$ cat config.mk
export PLATFORM = sky130hd
export DESIGN_NAME = alu_flags_unit
export DESIGN_NICKNAME = d
export VERILOG_FILES = /design/src/rtl/alu_flags_unit.sv
export SDC_FILE = /design/constraint.sdc
export NUM_CORES = 1
export LEC_CHECK = 0
export BUFFER_PORTS_ARGS = -buffer_cell sky130_fd_sc_hd__buf_4
export CAP_MARGIN = 20
export CORE_UTILIZATION = 50
export CTS_BUF_LIST = sky130_fd_sc_hd__clkbuf_4 sky130_fd_sc_hd__clkbuf_8
export DETAILED_ROUTE_END_ITERATION = 16
export GPL_TIMING_DRIVEN = 0
export PLACE_DENSITY_LB_ADDON = 0.3
export SETUP_SLACK_MARGIN = 0.2
export SLEW_MARGIN = 20
export SYNTH_ARGS = -nofsm -noshare
export SYNTH_HDL_FRONTEND = slang
export SYNTH_SLANG_ARGS = --single-unit
export TNS_END_PERCENT = 10
$ cat constraint.sdc
create_clock -name CLK -period 4.2 [get_ports CLK]
set_input_delay 0.21 -clock CLK [delete_from_list [all_inputs] [get_ports CLK]]
set_output_delay 0.21 -clock CLK [all_outputs]
set_load 0.01 [all_outputs]
$ cat src/rtl/alu_flags_unit.sv
// C/Z/I architectural flag register with a nestable {C,Z} shadow stack for interrupts.
// Optional sticky stack-misuse flag enabled by defining FLG_SHAD_ERR_EN.
module alu_flags_unit #(
    parameter int unsigned SHAD_DEPTH = 2,
    localparam int unsigned CNT_W = $clog2(SHAD_DEPTH + 1)
) (
    input  logic             CLK,
    input  logic             RST,
    input  logic             C_IN,
    input  logic             Z_IN,
    input  logic             FLG_C_LD,
    input  logic             FLG_Z_LD,
    input  logic             FLG_C_SET,
    input  logic             FLG_C_CLR,
    input  logic             I_SET,
    input  logic             I_CLR,
    input  logic             SHAD_PUSH,
    input  logic             SHAD_POP,
    output logic             C_FLAG,
    output logic             Z_FLAG,
    output logic             I_FLAG,
    output logic [CNT_W-1:0] SHAD_CNT,
    output logic             SHAD_FULL,
    output logic             SHAD_EMPTY,
    output logic             SHAD_ERR
);

    // Sized to the full index range so SHAD_CNT indexes it without truncation.
    localparam int unsigned STK_N = 1 << CNT_W;

    logic             r_c;
    logic             r_z;
    logic             r_i;
    logic [CNT_W-1:0] r_shad_cnt;
    logic [1:0]       r_stack [STK_N];

    logic             w_full;
    logic             w_empty;
    logic             w_push_ok;
    logic             w_pop_ok;
    logic [CNT_W-1:0] w_top_idx;
    logic [1:0]       w_top;
    logic             w_c_d;
    logic             w_z_d;
    logic             w_i_d;
    logic [CNT_W-1:0] w_cnt_d;

    assign w_full    = (r_shad_cnt == CNT_W'(SHAD_DEPTH));
    assign w_empty   = (r_shad_cnt == '0);
    assign w_push_ok = SHAD_PUSH & ~SHAD_POP & ~w_full;
    assign w_pop_ok  = SHAD_POP & ~SHAD_PUSH & ~w_empty;
    assign w_top_idx = r_shad_cnt - CNT_W'(1);
    assign w_top     = r_stack[w_top_idx];

    always_comb begin
        w_c_d   = r_c;
        w_z_d   = r_z;
        w_i_d   = r_i;
        w_cnt_d = r_shad_cnt;

        if (w_pop_ok) begin
            w_c_d = w_top[1];
        end else if (FLG_C_SET) begin
            w_c_d = 1'b1;
        end else if (FLG_C_CLR) begin
            w_c_d = 1'b0;
        end else if (FLG_C_LD) begin
            w_c_d = C_IN;
        end

        if (w_pop_ok) begin
            w_z_d = w_top[0];
        end else if (FLG_Z_LD) begin
            w_z_d = Z_IN;
        end

        // Interrupt entry masks further interrupts even if the push itself is rejected.
        if (SHAD_PUSH) begin
            w_i_d = 1'b0;
        end else if (I_SET) begin
            w_i_d = 1'b1;
        end else if (I_CLR) begin
            w_i_d = 1'b0;
        end

        if (w_push_ok) begin
            w_cnt_d = r_shad_cnt + CNT_W'(1);
        end else if (w_pop_ok) begin
            w_cnt_d = r_shad_cnt - CNT_W'(1);
        end
    end

    always_ff @(posedge CLK) begin
        if (RST) begin
            r_c        <= 1'b0;
            r_z        <= 1'b0;
            r_i        <= 1'b0;
            r_shad_cnt <= '0;
        end else begin
            r_c        <= w_c_d;
            r_z        <= w_z_d;
            r_i        <= w_i_d;
            r_shad_cnt <= w_cnt_d;
        end
    end

    // Stack storage needs no reset; SHAD_CNT alone defines which entries are valid.
    always_ff @(posedge CLK) begin
        if (!RST && w_push_ok) begin
            r_stack[r_shad_cnt] <= {r_c, r_z};
        end
    end

`ifdef FLG_SHAD_ERR_EN
    logic w_err_evt;
    logic r_err;

    assign w_err_evt = (SHAD_PUSH & SHAD_POP) | (SHAD_PUSH & w_full) | (SHAD_POP & w_empty);

    always_ff @(posedge CLK) begin
        if (RST) begin
            r_err <= 1'b0;
        end else if (w_err_evt) begin
            r_err <= 1'b1;
        end
    end

    assign SHAD_ERR = r_err;
`else
    assign SHAD_ERR = 1'b0;
`endif

    assign C_FLAG     = r_c;
    assign Z_FLAG     = r_z;
    assign I_FLAG     = r_i;
    assign SHAD_CNT   = r_shad_cnt;
    assign SHAD_FULL  = w_full;
    assign SHAD_EMPTY = w_empty;

endmodule

==> metrics.md <==
| Metric | Value |
|---|---|
| Initial antenna violation count | 0 |
| Area growth syn-to-layout | 26.6% |
| Vias per cell | 5.09 |
| Global-route wire length before repair | 1.83 mm |
| Syn avg cell area | 11.6 um^2 |
| Maximum clock rate | 0.542 GHz |
| Synthesis Warnings | 0 |
| Vias in the first global route | 430 |
| Share of cells above drive strength 1 | 30.5% |
| Largest net degree at the start of global routing | 10 |
| Die Ht | 39.1 um |
| Post-Synthesis Cells | 59 |
| Setup TNS | 0 ps |
| Finished Layout Cells | 96 |
| CP required | 4400 ps |
| CP endpoint kind | flop |
| DP Worst Slack | 2390 ps |
| DRC Markers | 0 |
| Total gr overflow | 0 |
| Post-Route WL | 1.13 mm |
| Starting Density | 57.9% |
| CP Class | flop to flop |
| Clk_skew | 3.07 ps |
| Fin. Hold Viols | 0 |
| Clk sink count | 13 |
| Setup Viol. Count Final | 0 |
| Slowest stage delay, CP | 470 ps |
| Num CTS Buffers | 3 |
| Max cap viols | 0 |
| RSZ-0062 raised after global routing | no |
| Std cell rows | 12 |
| Leakage power | 0.380 nW |
| CTS tree | done |
| Final nets | 100 |
| Die area | 0.00153 mm^2 |
| Per-cell routed wire length | 11.8 um |
| Syn Std Cell Area | 687 um^2 |
| DRT iter0 DRCs | 12 |
| Critical path cell sequence | inv_1, ha_1, nor3b_2, nor4_1, or3_1, a21oi_1 |
| Status | finished, final reports clean |
| Startpoint types | flop |
| CTS H-tree depth | 1 |
| # IOs | 20 |
| Count of hold-fix buffers inserted at cts | 0 |
| Crit-path max FO | 6 |
| Synth cell types | 23 |
| Arrival @ worst endpoint | 2040 ps |
| Post-DRT Antenna Nets | 0 |
| Most common cell after layout, fill and taps aside | buf_4 |
| Clk_lat worst skew | 260 ps |
| Vias | 489 |
| PostCTS Resize Cnt | 0 |
| Root buffer cell | clkbuf_4 |
| RePlAce Congestion | 0.756 |
| Core Footprint | 0.00119 mm^2 |
| Drt first pass iters | 4 |
| Port bufs | 17 |
| Period utilisation layout | 43.9% |
| DP HPWL | 861 um |
| #FFs+latches synth | 13 |
| Commonest cells after routing, fill and taps aside | buf_4, edfxtp_1, dfxtp_1, a21oi_1, ha_1 |
| Post-route setup slack | 2360 ps |
| Max Root-Sink Buffers | 2 |
| Peak supply drop | 300 uV |
| Post-CTS setup buffer count | 0 |
| Clk slew on worst S/H paths | 80 ps |
| Min Clock Period, post-route | 1840 ps |
| Final Max Slew Viols | 0 |
| Register area share after synthesis | 49.5% |
| N_diodes | 0 |
| Die W | 39.1 um |
| PwrDens | 358 mW/mm^2 |
| Hold Crit Class | input pin to flop |
| GRT Util Overall | 18.6% |
| Dpl cells | 92 |
| Crit-path slowest cell | dfxtp_1 |
area by class of cell:
type / instances / area [um^2]
inverters: 4 / 15.0
clock buffers: 4 / 30.0
plain buffers: 2 / 18.8
flip-flops and latches: 13 / 340
fillers: 92 / 317
well taps: 14 / 17.5
repair buffers: 17 / 128
multi-input cells: 42 / 320
per-layer routing:
metal	vias to the layer above	global-route usage, %	routed length, um
li1	254	-	-
met1	224	24.6	544
met2	11	29.6	522
met3	0	5.20	62
met4	0	5.17	0
met5	-	0	0
cell usage after synthesis (all sizes together):
| cell | count | area share (%) |
|---|---|---|
| nor3b | 3 | 4.7 |
| buf | 2 | 2.7 |
| o22ai | 1 | 0.91 |
| nor3 | 4 | 2.9 |
| o311a | 1 | 1.5 |
| mux4 | 2 | 7.7 |
| xnor2 | 1 | 1.3 |
| or3 | 1 | 0.91 |
| o211ai | 1 | 1.1 |
| nor2b | 3 | 2.7 |
| nor2 | 4 | 2.2 |
| edfxtp | 8 | 35 |
| a21o | 1 | 1.1 |
| and2 | 3 | 2.7 |
| dfxtp | 5 | 15 |
| nor4 | 1 | 0.91 |
| conb | 1 | 0.55 |
| a21oi | 5 | 3.6 |
| nand2 | 3 | 1.6 |
| inv | 4 | 2.2 |
| ha | 5 | 9.1 |
flip-flops by register name (all words and copies together) (netlist names):
signal,count
SHAD_CNT,2
Z_FLAG,1
C_FLAG,1
I_FLAG,1
r_stack,8
report_power, final:
group          internal (mW)  switching, mW
clock network         0.0431         0.0370
logic                 0.0420         0.0353
registers              0.145        0.00905
critical path: cells and delay by family (launching register included):
| kind | cells | cell delay (ps) |
|---|---|---|
| simple gates | 3 | 750 |
| compound gates | 1 | 120 |
| flops | 1 | 470 |
| buf+inv | 1 | 150 |
| fa+ha+maj | 1 | 280 |
metrics by stage:
| stage | utilization [%] | hold WS [ps] | area [um^2] | total power, mW |
|---|---|---|---|---|
| global placement | 70.8 | 430 | 840 | 0.233 |
| floorplan | - | 279 | 694 | 0.204 |
| global route | 73.3 | 146 | 870 | 0.334 |
| finish | 73.3 | 152 | 870 | 0.311 |
| detailed placement | 70.8 | 430 | 840 | 0.234 |
| CTS | 73.3 | 149 | 870 | 0.315 |
path summary, 6_finish.rpt:
| check | cells after the start | end | slack (ps) | startpoint |
|---|---|---|---|---|
| setup / recovery | 6 | C_FLAG | 2360 | SHAD_CNT[0] |
| setup reg to reg | 6 | C_FLAG | 2360 | SHAD_CNT[0] |
| hold / removal | 2 | C_FLAG | 150 | RST |
| hold reg to reg | 2 | I_FLAG | 530 | I_FLAG |
logic make-up after synthesis:
group	after synthesis	synth area share [%]
other	1	0.546
multiplexers	2	7.65
AO/OA/AOI/OAI	9	8.20
adder cells (fa/ha/maj)	5	9.11
flip-flops	13	49.5
buffers and inverters	6	4.92
XOR/XNOR	1	1.28
AND/OR/NAND/NOR	22	18.8
(Power assumes the default switching activity.)
